--- config.mk ---
export PLATFORM = sky130hd
export DESIGN_NAME = return_address_stack
export DESIGN_NICKNAME = d
export VERILOG_FILES = /design/src/rtl/return_address_stack_pkg.sv /design/src/rtl/return_address_stack_fifo.sv /design/src/rtl/return_address_stack.sv
export SDC_FILE = /design/constraint.sdc
export NUM_CORES = 1
export LEC_CHECK = 0
export ABC_AREA = 1
export BUFFER_PORTS_ARGS = -buffer_cell sky130_fd_sc_hd__buf_2
export CORE_MARGIN = 5
export CORE_UTILIZATION = 60
export CTS_CLUSTER_DIAMETER = 30
export DETAILED_ROUTE_END_ITERATION = 10
export PLACE_DENSITY_LB_ADDON = 0.05
export SETUP_SLACK_MARGIN = 0.5
export SLEW_MARGIN = 10
export SYNTH_ARGS = -nofsm -noshare
export SYNTH_HDL_FRONTEND = slang
export SYNTH_SLANG_ARGS = --single-unit
--- constraint.sdc ---
create_clock -name clk -period 3.8 [get_ports clk]
set_input_delay 0.76 -clock clk [delete_from_list [all_inputs] [get_ports clk]]
set_output_delay 0.76 -clock clk [all_outputs]
set_load 0.005 [all_outputs]
--- src/rtl/return_address_stack_pkg.sv ---
// rtl/return_address_stack_pkg.sv - shared config defaults and checkpoint type for the return address stack
package return_address_stack_pkg;

  typedef struct packed {
    int ras_depth;
    int ckpt_depth;
  } cpu_config_t;

  localparam cpu_config_t DEFAULT_CONFIG = '{ras_depth: 8, ckpt_depth: 4};

  // Checkpoint fields are sized for the largest supported stack so one type serves every instance.
  localparam int RAS_MAX_DEPTH = 256;
  localparam int RAS_PTR_MAX_W = $clog2(RAS_MAX_DEPTH);

  typedef struct packed {
    logic [RAS_PTR_MAX_W-1:0] ptr;
    logic [RAS_PTR_MAX_W:0]   cnt;
  } ras_checkpoint_t;

endpackage

--- src/rtl/return_address_stack_fifo.sv ---
// rtl/return_address_stack_fifo.sv - power-of-two FIFO with clear and registered occupancy flags
module return_address_stack_fifo #(
  parameter type DATA_TYPE  = logic,
  parameter int  FIFO_DEPTH = 4
) (
  input  logic     clk,
  input  logic     rst,
  input  logic     clear,
  input  logic     push,
  input  logic     pop,
  input  DATA_TYPE data_in,
  output DATA_TYPE data_out,
  output logic     empty,
  output logic     full
);
  localparam int IDX_W = $clog2(FIFO_DEPTH);
  localparam int CNT_W = IDX_W + 1;
  localparam logic [CNT_W-1:0] CNT_FULL = CNT_W'(FIFO_DEPTH);

  DATA_TYPE mem [FIFO_DEPTH];
  logic [IDX_W-1:0] rd_ptr_q, rd_ptr_d, wr_ptr_q, wr_ptr_d;
  logic [CNT_W-1:0] count_q, count_d;
  logic do_push, do_pop;

  always_comb begin
    do_pop   = pop && (count_q != '0);
    // A full FIFO still accepts a push when the head leaves in the same cycle.
    do_push  = push && !clear && ((count_q != CNT_FULL) || do_pop);
    rd_ptr_d = rd_ptr_q + IDX_W'(do_pop);
    wr_ptr_d = wr_ptr_q + IDX_W'(do_push);
    count_d  = count_q + CNT_W'(do_push) - CNT_W'(do_pop);
    if (clear) begin
      rd_ptr_d = '0;
      wr_ptr_d = '0;
      count_d  = '0;
    end
  end

  always_ff @(posedge clk) begin
    if (!rst) begin
      rd_ptr_q <= '0;
      wr_ptr_q <= '0;
      count_q  <= '0;
    end else begin
      rd_ptr_q <= rd_ptr_d;
      wr_ptr_q <= wr_ptr_d;
      count_q  <= count_d;
    end
  end

  always_ff @(posedge clk) begin
    if (rst && do_push) mem[wr_ptr_q] <= data_in;
  end

  assign data_out = mem[rd_ptr_q];
  assign empty    = (count_q == '0);
  assign full     = (count_q == CNT_FULL);

endmodule

--- src/rtl/return_address_stack.sv ---
// rtl/return_address_stack.sv - speculative return address stack with checkpointed commit and flush recovery
module return_address_stack
  import return_address_stack_pkg::*;
#(
  parameter int RAS_DEPTH  = DEFAULT_CONFIG.ras_depth,
  parameter int CKPT_DEPTH = DEFAULT_CONFIG.ckpt_depth
) (
  input  logic        clk,
  input  logic        rst,
  input  logic        push,
  input  logic        pop,
  input  logic [31:0] new_addr,
  input  logic        branch_fetched,
  input  logic        branch_retired,
  input  logic        flush,
  output logic [31:0] addr,
  output logic        valid,
  output logic        ckpt_full
);
  localparam int PTR_W = $clog2(RAS_DEPTH);
  localparam int CNT_W = PTR_W + 1;
  localparam logic [CNT_W-1:0] CNT_MAX = CNT_W'(RAS_DEPTH);

  logic [31:0] stack [RAS_DEPTH];
  logic [PTR_W-1:0] spec_ptr_q, spec_ptr_d, com_ptr_q, com_ptr_d, stack_waddr;
  logic [CNT_W-1:0] spec_cnt_q, spec_cnt_d, com_cnt_q, com_cnt_d;
  logic stack_we, ckpt_empty, retire_ok, unused_ckpt_bits;
  ras_checkpoint_t ckpt_in, ckpt_out;

  assign retire_ok = branch_retired && !ckpt_empty;

  always_comb begin
    spec_ptr_d  = spec_ptr_q;
    spec_cnt_d  = spec_cnt_q;
    stack_we    = 1'b0;
    stack_waddr = spec_ptr_q;
    com_ptr_d   = com_ptr_q;
    com_cnt_d   = com_cnt_q;

    if (push && pop) begin
      stack_we = 1'b1;
      if (spec_cnt_q == '0) spec_cnt_d = CNT_W'(1);
    end else if (push) begin
      stack_we    = 1'b1;
      stack_waddr = spec_ptr_q + PTR_W'(1);
      spec_ptr_d  = spec_ptr_q + PTR_W'(1);
      if (spec_cnt_q != CNT_MAX) spec_cnt_d = spec_cnt_q + CNT_W'(1);
    end else if (pop && (spec_cnt_q != '0)) begin
      spec_ptr_d = spec_ptr_q - PTR_W'(1);
      spec_cnt_d = spec_cnt_q - CNT_W'(1);
    end

    ckpt_in.ptr = RAS_PTR_MAX_W'(spec_ptr_d);
    ckpt_in.cnt = (RAS_PTR_MAX_W + 1)'(spec_cnt_d);

    if (retire_ok) begin
      com_ptr_d = ckpt_out.ptr[PTR_W-1:0];
      com_cnt_d = ckpt_out.cnt[CNT_W-1:0];
    end

    // Recovery lands on the committed state including any retire in this same cycle.
    if (flush) begin
      spec_ptr_d = com_ptr_d;
      spec_cnt_d = com_cnt_d;
      stack_we   = 1'b0;
    end
  end

  always_ff @(posedge clk) begin
    if (!rst) begin
      spec_ptr_q <= '0;
      spec_cnt_q <= '0;
      com_ptr_q  <= '0;
      com_cnt_q  <= '0;
    end else begin
      spec_ptr_q <= spec_ptr_d;
      spec_cnt_q <= spec_cnt_d;
      com_ptr_q  <= com_ptr_d;
      com_cnt_q  <= com_cnt_d;
    end
  end

  always_ff @(posedge clk) begin
    if (rst && stack_we) stack[stack_waddr] <= new_addr;
  end

  return_address_stack_fifo #(
    .DATA_TYPE  (ras_checkpoint_t),
    .FIFO_DEPTH (CKPT_DEPTH)
  ) u_ckpt_fifo (
    .clk      (clk),
    .rst      (rst),
    .clear    (flush),
    .push     (branch_fetched && !flush),
    .pop      (branch_retired),
    .data_in  (ckpt_in),
    .data_out (ckpt_out),
    .empty    (ckpt_empty),
    .full     (ckpt_full)
  );

  assign unused_ckpt_bits = ^ckpt_out;
  assign addr  = stack[spec_ptr_q];
  assign valid = (spec_cnt_q != '0);

  a_retire_nonempty: assert property (@(posedge clk) disable iff (!rst)
    branch_retired |-> !ckpt_empty);
  a_fetch_not_dropped: assert property (@(posedge clk) disable iff (!rst)
    (branch_fetched && ckpt_full && !flush) |-> branch_retired);

endmodule

# After elaboration in Yosys (flattened, before gate mapping)

Memories as Yosys holds them, arrays and structs flattened. A register that Yosys moved wholly into a read port is not among the register bits.
Index checks and enable logic that the tools add are counted.

Register bits: 21
Latch bits: 0
Bits in writable memories: 284
Bits in read-only memories: 0
Input bits: 39
Logic and storage cells: 61
Memories: 2

Memory list:

| name            | depth | bits a word | rd ports | clocked after memory_dff | write ports | RTL line                        | RTL |
|---|---|---|---|---|---|---|---|
| stack           | 8     | 32          | 1        | 1                        | 1           | return_address_stack.sv:24      | `logic [31:0] stack [RAS_DEPTH];` |
| u_ckpt_fifo.mem | 4     | 7           | 1        | 1                        | 1           | return_address_stack_fifo.sv:20 | `DATA_TYPE mem [FIFO_DEPTH];` |

Add/subtract/negate cells: 8
$mul: 0
Divide/modulo/power cells: 0
Magnitude comparators: 0
Eq/ne operators: 3
Shift-type cells: 0
Multiplexer cells: 23
Bitwise gates (word level): 1
Reductions and logical operators: 17

Operators by type and width:

| kind                | count |
|---|---|
| $mux 4              | 7 |
| $mux 3              | 8 |
| $logic_and 1x1->1   | 9 |
| $mux 1              | 7 |
| $add 2x1->2         | 2 |
| $add 4x1->4 const B | 1 |
| $logic_not 4->1     | 1 |
| $ne 4x4->1 const B  | 1 |
| $reduce_bool 4->1   | 1 |
| $sub 4x1->4 const B | 1 |
| $add 3x1->3         | 1 |
| $add 3x1->3 const B | 1 |
| $eq 3x3->1 const B  | 1 |
| $logic_not 3->1     | 1 |
| $ne 3x3->1 const B  | 1 |
| $reduce_bool 3->1   | 1 |
| $sub 3x1->3         | 1 |
| $sub 3x1->3 const B | 1 |
| $logic_not 1->1     | 2 |
| $mux 2              | 1 |
| $reduce_or 2->1     | 1 |
| $logic_or 1x1->1    | 1 |
| $not 1->1           | 1 |

# Logic depth before layout (Yosys ltp)

Gate-level depths: netlist (run 1).

Depth after elaboration: 7
Depth in mapped cells: 14
Mapped depth without buffers: 11

# Modules after synthesis

From an unflattened synthesis (run 1), not the netlist that was laid out.

Cells, all modules: 1,146
Area total of the unflattened synthesis: 13,978.4 um2

Modules (own cells, without submodules):

| module                    | times used | cells each | area each (um2) | sequential area each (um2) |
|---|---|---|---|---|
| return_address_stack      | 1          | 930        | 11,058.1        | 7,967.6 |
| return_address_stack_fifo | 1          | 216        | 2,920.3         | 2,182.1 |

# Least setup slack after synthesis (run 1)

OpenSTA, ideal clock, no wires.

Path type: flip-flop to flip-flop
Start point: register spec_ptr_q[0]
End point: memory stack[0][0] (enable)
Arrival: 2,941 ps
Slack: 438 ps
Stages on the path, launching flop included: 11
Buffers on the path: 3
Clock period less this slack: 3,362 ps
Cells stage by stage: dfxtp_1 -> buf_4 -> inv_2 -> buf_6 -> buf_4 -> ha_1 -> a22oi_2 -> o21ai_1 -> inv_2 -> nand2_1 -> nor2_1

Longest elaborated chain between the ends: 3

Ends and longest elaborated chain:

| what                     | RTL line                   | RTL |
|---|---|---|
| start: declaration       | return_address_stack.sv:25 | `logic [PTR_W-1:0] spec_ptr_q, spec_ptr_d, com_ptr_q, com_ptr_d, stack_waddr;` |
| start signal: assignment | return_address_stack.sv:76 | `spec_ptr_q <= spec_ptr_d;` |
| $add 3x1->3              | return_address_stack.sv:45 | `stack_waddr = spec_ptr_q + PTR_W'(1);` |
| $mux 3                   | return_address_stack.sv:43 | `end else if (push) begin` |
| $mux 3 (*)               | return_address_stack.sv:40 | `if (push && pop) begin` |
| end: declaration         | return_address_stack.sv:24 |  |

Every way passes the cells marked *; elsewhere a longest branch is shown, timed or not.

==> impl_metrics.env, run 1 <==
export IMPL_yosys_area_top_type_share_pct=69.5
export IMPL_ys_flop_type="edfxtp_1"
export IMPL_nNetsFinal=1165
export IMPL_criticalPathCategory="reg -> out"
export IMPL_highest_layer="met4"
export IMPL_die_width_um=153
export IMPL_setup_tns_ns=0
export IMPL_synthCells=1027
export IMPL_powerDensity_nw_per_um2=617
export IMPL_vias_per_cell=5.62
export IMPL_ys_seq_elements=305
export IMPL_avgSynthCellArea_um2=12.0
export IMPL_synth_edff_count=284
export IMPL_n_fill_cell=1351
export IMPL_globalplace_congestion=0.887
export IMPL_grt_pass1_wl_mm=42.9
export IMPL_grt_max_degree=73
export IMPL_cts_path_max_buffers=3
export IMPL_finalHoldViolCount=0
export IMPL_grt_pass1_vias=8070
export IMPL_cts_root_buffer="clkbuf_16"
export IMPL_finalSetupViolCount=0
export IMPL_fin_crit_ns=3.07
export IMPL_drive_gt1_share_pct=17.2
export IMPL_clock_fmax_mhz=325
export IMPL_tightest_slew_ns=0.691
export IMPL_synth_top_cell_by_area="edfxtp_1"
export IMPL_core_um2=20200
export IMPL_ys_seq_area_share_pct=72.9
export IMPL_multi_input_area_um2=2890
export IMPL_drt_iter0_drc=621
export IMPL_peakVddDrop_uv=405
export IMPL_overflow=0
export IMPL_dr_wl_met3_mm=1.49
export IMPL_layout_common_cells="edfxtp_1 (284), nor2_1 (164), nand2_1 (164)"
export IMPL_layout_commonest_cell="edfxtp_1"
export IMPL_yosysWarnings=0
export IMPL_async_flop_share_pct=0
export IMPL_instances_no_fill=1430
export IMPL_crit_start="spec_ptr_q[1]$_SDFF_PN0_"
export IMPL_netlist_cell_type_count=31
export IMPL_worstHoldStart="new_addr[1]"
export IMPL_synthToLayoutAreaGrowth_pct=20.0
export IMPL_avgRoutedWirePerCell_um=18.9
export IMPL_dieArea_um2=23400
export IMPL_rsz0062_at_grt="true"
export IMPL_clock_sinks=305
export IMPL_critPathMaxFanout=65
export IMPL_wl_met1_mm=11.6
export IMPL_antenna_found_initial=0
export IMPL_startpoint_type="flop"
export IMPL_drtPass1Iterations=5
export IMPL_critPathRequiredTime_ns=3.04
export IMPL_maxCapViolCount=0
export IMPL_synth_area_um2=12300
export IMPL_place_inst=1335
export IMPL_grt_usage_pct=23.0
export IMPL_dp_hpwl_mm=15.2
export IMPL_clock_latency_ns=0.54
export IMPL_io_pins=73
export IMPL_synth_fp_nets=1073
export IMPL_cellLeakagePower_nw=5.46
export IMPL_wl_mm=27.0
export IMPL_final_seq_area_um2=8950
export IMPL_cts_tree="yes"
export IMPL_drtAntennaViolNets=0
export IMPL_slew_headroom_pct=53.7
export IMPL_min_path_type="in -> reg"
export IMPL_worstReg2RegStart="spec_ptr_q[0]$_SDFF_PN0_"
export IMPL_clkTransAtPathRegs_ns=0.05
export IMPL_ctsHtreeMaxLevel=2
export IMPL_drc=0
export IMPL_cts_made_buffers=51
export IMPL_met2_length_mm=13.4
export IMPL_fin_worst_skew_ns=0.0165
export IMPL_drv_slew=0
export IMPL_die_h_um=153
export IMPL_period_share_pct=80.9
export IMPL_vias=8036
export IMPL_diodes=0
export IMPL_end_kind="primary output"
export IMPL_cp_data_arrival_time_ns=2.31
export IMPL_ys_top_cells_by_area="edfxtp_1 (69%), nor2_1 (5.3%), o21ai_0 (5.1%)"
export IMPL_outcome="finished, final reports clean"
export IMPL_io_buffers=72
export IMPL_rows=52
export IMPL_initial_core_util_pct=60.9
## stage by stage
stage               setup WS, ns  power (mW)  hold WS (ns)  instance area [um^2]  utilization (%)
finish                     0.727        9.08         0.492                 14700             73.0
global placement           0.873        4.71         0.537                 13000             64.6
detailed placement         0.843        4.72         0.548                 13000             64.6
global route               0.468        9.41         0.495                 14700             73.0
floorplan                  0.438        4.39         0.510                 12300                -
CTS                        0.513        9.12         0.479                 14700             72.9
## critical path: stages, from the launching register on
cell	delay, ns
dfxtp_2	0.49
inv_2	0.14
buf_6	0.43
o21ai_0	0.19
o22ai_1	0.16
nand2_1	0.13
nand2_1	0.12
buf_2	0.11
## final timing paths
| check | endpoint | slack, ns | cells past startpoint |
|---|---|---|---|
| max | addr[28] | 0.73 | 7 |
| min | stack[5][1]$_DFFE_PP_ | 0.49 | 1 |
| max reg2reg | stack[2][31]$_DFFE_PP_ | 1.14 | 9 |
| min reg2reg | com_ptr_q[2]$_SDFF_PN0_ | 0.56 | 4 |
## timing repair
| item | 4_1_cts | 5_1_grt |
|---|---|---|
| gates resized for setup | 0 | 2 |
| hold buffers | 0 | 0 |
| setup endpoints to repair | 0 | 26 |
| hold endpoints to repair | 0 | 0 |
| setup buffers | 0 | 1 |
## flip-flops by register name, summed over array words and instances, names as in the netlist
| register | count |
|---|---|
| u_ckpt_fifo.mem | 28 |
| spec_cnt_q | 4 |
| stack | 256 |
| u_ckpt_fifo.count_q | 3 |
| com_cnt_q | 4 |
| u_ckpt_fifo.rd_ptr_q | 2 |
| u_ckpt_fifo.wr_ptr_q | 2 |
| com_ptr_q | 3 |
| spec_ptr_q | 3 |
## cell type report
type,instances,area share (%)
clock inverters,38,2.51
clock buffers,56,8.93
multi-input cells,608,19.6
well taps,270,2.29
inverters,58,1.49
repair buffers,95,4.37
flip-flops and latches,305,60.8
## kinds of logic after synthesis
group	Yosys count	share of synthesized area, %
and+or+nand+nor	370	11.9
DFF	305	72.9
AOI/OAI and AO/OA	227	10.1
buffers and inverters	114	4.09
adders and majority gates	7	0.774
xor gates and xnor gates	4	0.285
## metal layers
layer / up-vias / track usage [%]
li1: 3834 / -
met1: 3906 / 31.2
met2: 251 / 38.3
met3: 45 / 4.21
met4: 0 / 7.21
met5: - / 0
## synthesized netlist by cell type, types with 3 or more instances
cell type / instances
nand2_1: 164
clkbuf_1: 32
buf_4: 9
a21oi_1: 9
nor3_1: 4
o22ai_1: 64
dfxtp_1: 21
o211ai_1: 5
o21ai_1: 23
inv_1: 53
buf_1: 3
inv_2: 4
o21ai_0: 124
edfxtp_1: 284
buf_6: 4
buf_2: 7
nand3_1: 22
nand4_1: 3
nor2_1: 172
ha_1: 6
## power breakdown
| group | internal, mW | leakage [nW] | switching (mW) | total [mW] |
|---|---|---|---|---|
| combinational | 0.287 | 1.93 | 0.586 | 0.872 |
| clock | 2.85 | 0.800 | 1.57 | 4.42 |
| sequential | 3.75 | 2.73 | 0.0406 | 3.79 |
| total | 6.89 | 5.46 | 2.20 | 9.08 |
Power figures use the tool's default switching activity.
==> inputs of run 2 (changes only) <==
Settings changed: CORE_UTILIZATION 60 to 55.
Clock period 3.8 ns to 2.55 ns, I/O delays scaled along.
==> impl_metrics.env, run 2 (same netlist as run 1, synthesis figures left out) <==
export IMPL_grt_pass1_wl_mm=49.2
export IMPL_maxCapViolCount=0
export IMPL_clock_sinks=305
export IMPL_initial_core_util_pct=56.1
export IMPL_largest_register_ffs=256
export IMPL_cts_made_buffers=58
export IMPL_power_mw=15.9
export IMPL_fin_area_um2=17300
export IMPL_io_pins=73
export IMPL_layout_common_cells="edfxtp_1 (284), nor2_1 (157), nand2_1 (156)"
export IMPL_clock_fmax_mhz=394
export IMPL_io_buffers=72
export IMPL_p_seq_share_pct=35.5
export IMPL_startpoint_type="flop"
export IMPL_vias_per_cell=5.98
export IMPL_die_width_um=159
export IMPL_combPwrFrac_pct=13.4
export IMPL_period_share_pct=99.4
export IMPL_cellLeakagePower_nw=6.57
export IMPL_drv_slew=0
export IMPL_antenna_found_initial=1
export IMPL_critPathMaxFanout=25
export IMPL_dpl_cell_area_um2=13200
export IMPL_overflow=0
export IMPL_die_h_um=159
export IMPL_rows=54
export IMPL_powerDensity_nw_per_um2=920
export IMPL_p_int_mw=12.0
export IMPL_setup_tns_ns=0
export IMPL_slew_headroom_pct=68.8
export IMPL_outcome="finished, final reports clean"
export IMPL_avgRoutedWirePerCell_um=24.2
export IMPL_finalHoldViolCount=0
export IMPL_finalSetupViolCount=0
export IMPL_ctsHoldBuffers=0
export IMPL_drc=0
export IMPL_dp_hpwl_mm=15.6
export IMPL_vias=9220
export IMPL_nNetsFinal=1262
export IMPL_core_um2=21900
export IMPL_rrSetupSlack_ns=0.10
export IMPL_critPathRequiredTime_ns=2.04
export IMPL_grt_usage_pct=24.7
export IMPL_clkTransAtPathRegs_ns=0.05
export IMPL_layout_commonest_cell="edfxtp_1"
export IMPL_fin_worst_skew_ns=0.0347
export IMPL_diodes=0
export IMPL_cp_data_arrival_time_ns=2.03
export IMPL_cts_path_max_buffers=3
export IMPL_globalplace_congestion=0.782
export IMPL_drtAntennaViolNets=0
export IMPL_wl_mm=37.3
export IMPL_switching_share_pct=24.7
export IMPL_min_path_type="in -> reg"
export IMPL_cts_root_buffer="clkbuf_16"
export IMPL_peakVddDrop_uv=783
export IMPL_synthToLayoutAreaGrowth_pct=40.6
export IMPL_ctsHtreeMaxLevel=2
export IMPL_dieArea_um2=25400
export IMPL_top_register="stack"
export IMPL_p_clk_share_pct=51.1
export IMPL_drive_gt1_share_pct=29.6
export IMPL_clock_latency_ns=0.58
export IMPL_top_regs="stack: 256 flops, u_ckpt_fifo.mem: 28 flops"
export IMPL_switching_power_mw=3.93
export IMPL_drt_iter0_drc=1040
export IMPL_drtPass1Iterations=5
export IMPL_cts_tree="yes"
export IMPL_end_kind="primary output"
export IMPL_tightest_slew_ns=0.467
export IMPL_n_fill_cell=1205
export IMPL_grt_max_degree=44
export IMPL_rsz0062_at_grt="true"
export IMPL_grt_pass1_vias=8587
export IMPL_fin_crit_ns=2.54
export IMPL_criticalPathCategory="reg -> out"
[run 2: metal layers]
metal | global-route usage [%] | wire [um]
met5 | 0 | 0
met4 | 7.75 | 1560
met3 | 4.84 | 3700
met2 | 40.4 | 17800
met1 | 33.7 | 14200
[run 2: area by class of cell]
cell class                 count  area [um^2]  share of cell area [%]
sequential                   305         8960                    51.9
multi-input combinational    608         3210                    18.6
timing repair buffer         182         2350                    13.6
clock buffer                  63         1490                    8.64
clock inverter                43          619                    3.59
tap                          280          350                    2.03
inverter                      58          240                    1.39
timing repair inverter         3         36.3                   0.210
[run 2: power groups by stage]
stage,Combinational [mW],Clock (mW),Sequential (mW)
6_report,2.12,8.13,5.64
3_5_place_dp,1.36,0,5.72
3_3_place_gp,1.34,0,5.72
5_1_grt,2.27,8.46,5.64
4_1_cts,1.72,8.11,5.63
2_1_floorplan,0.862,0,5.71
[run 2: path summary, 6_finish.rpt]
kind                                                end  cells past startpoint                startpoint
worst max register to register   stack[1][13]$_DFFE_PP_                     12  spec_ptr_q[0]$_SDFF_PN0_
worst max-delay path                           addr[22]                      8  spec_ptr_q[0]$_SDFF_PN0_
worst min register to register  com_ptr_q[0]$_SDFF_PN0_                      4   com_ptr_q[0]$_SDFF_PN0_
worst min-delay path              stack[5][0]$_DFFE_PP_                      1               new_addr[0]
[run 2: timing repair]
action,in CTS,in global routing
resized for setup,97,136
setup endpoints to repair,114,290
pin swaps,22,61
setup buffers,17,16
cloned,20,23
[run 2: critical path, cell delays in order, from the launching register on]
cell and delay, ns:
dfxtp_4 0.38, buf_8 0.16, inv_16 0.06, buf_16 0.16
o21ai_0 0.25, o22ai_1 0.14, nand2_1 0.11, nand2_1 0.07
buf_2 0.12
[run 2: metrics by stage]
stage | hold slack [ns] | util (%) | setup WS, ns | std cells
finish | 0.210 | 78.9 | 0.0148 | 1542
CTS | 0.211 | 74.0 | 0.162 | 1503
global placement | 0.529 | 60.3 | 0.364 | 1360
global route | 0.210 | 78.9 | -0.0547 | 1542
detailed placement | 0.542 | 60.3 | 0.322 | 1360
floorplan | 0.510 | - | 0.203 | 1027
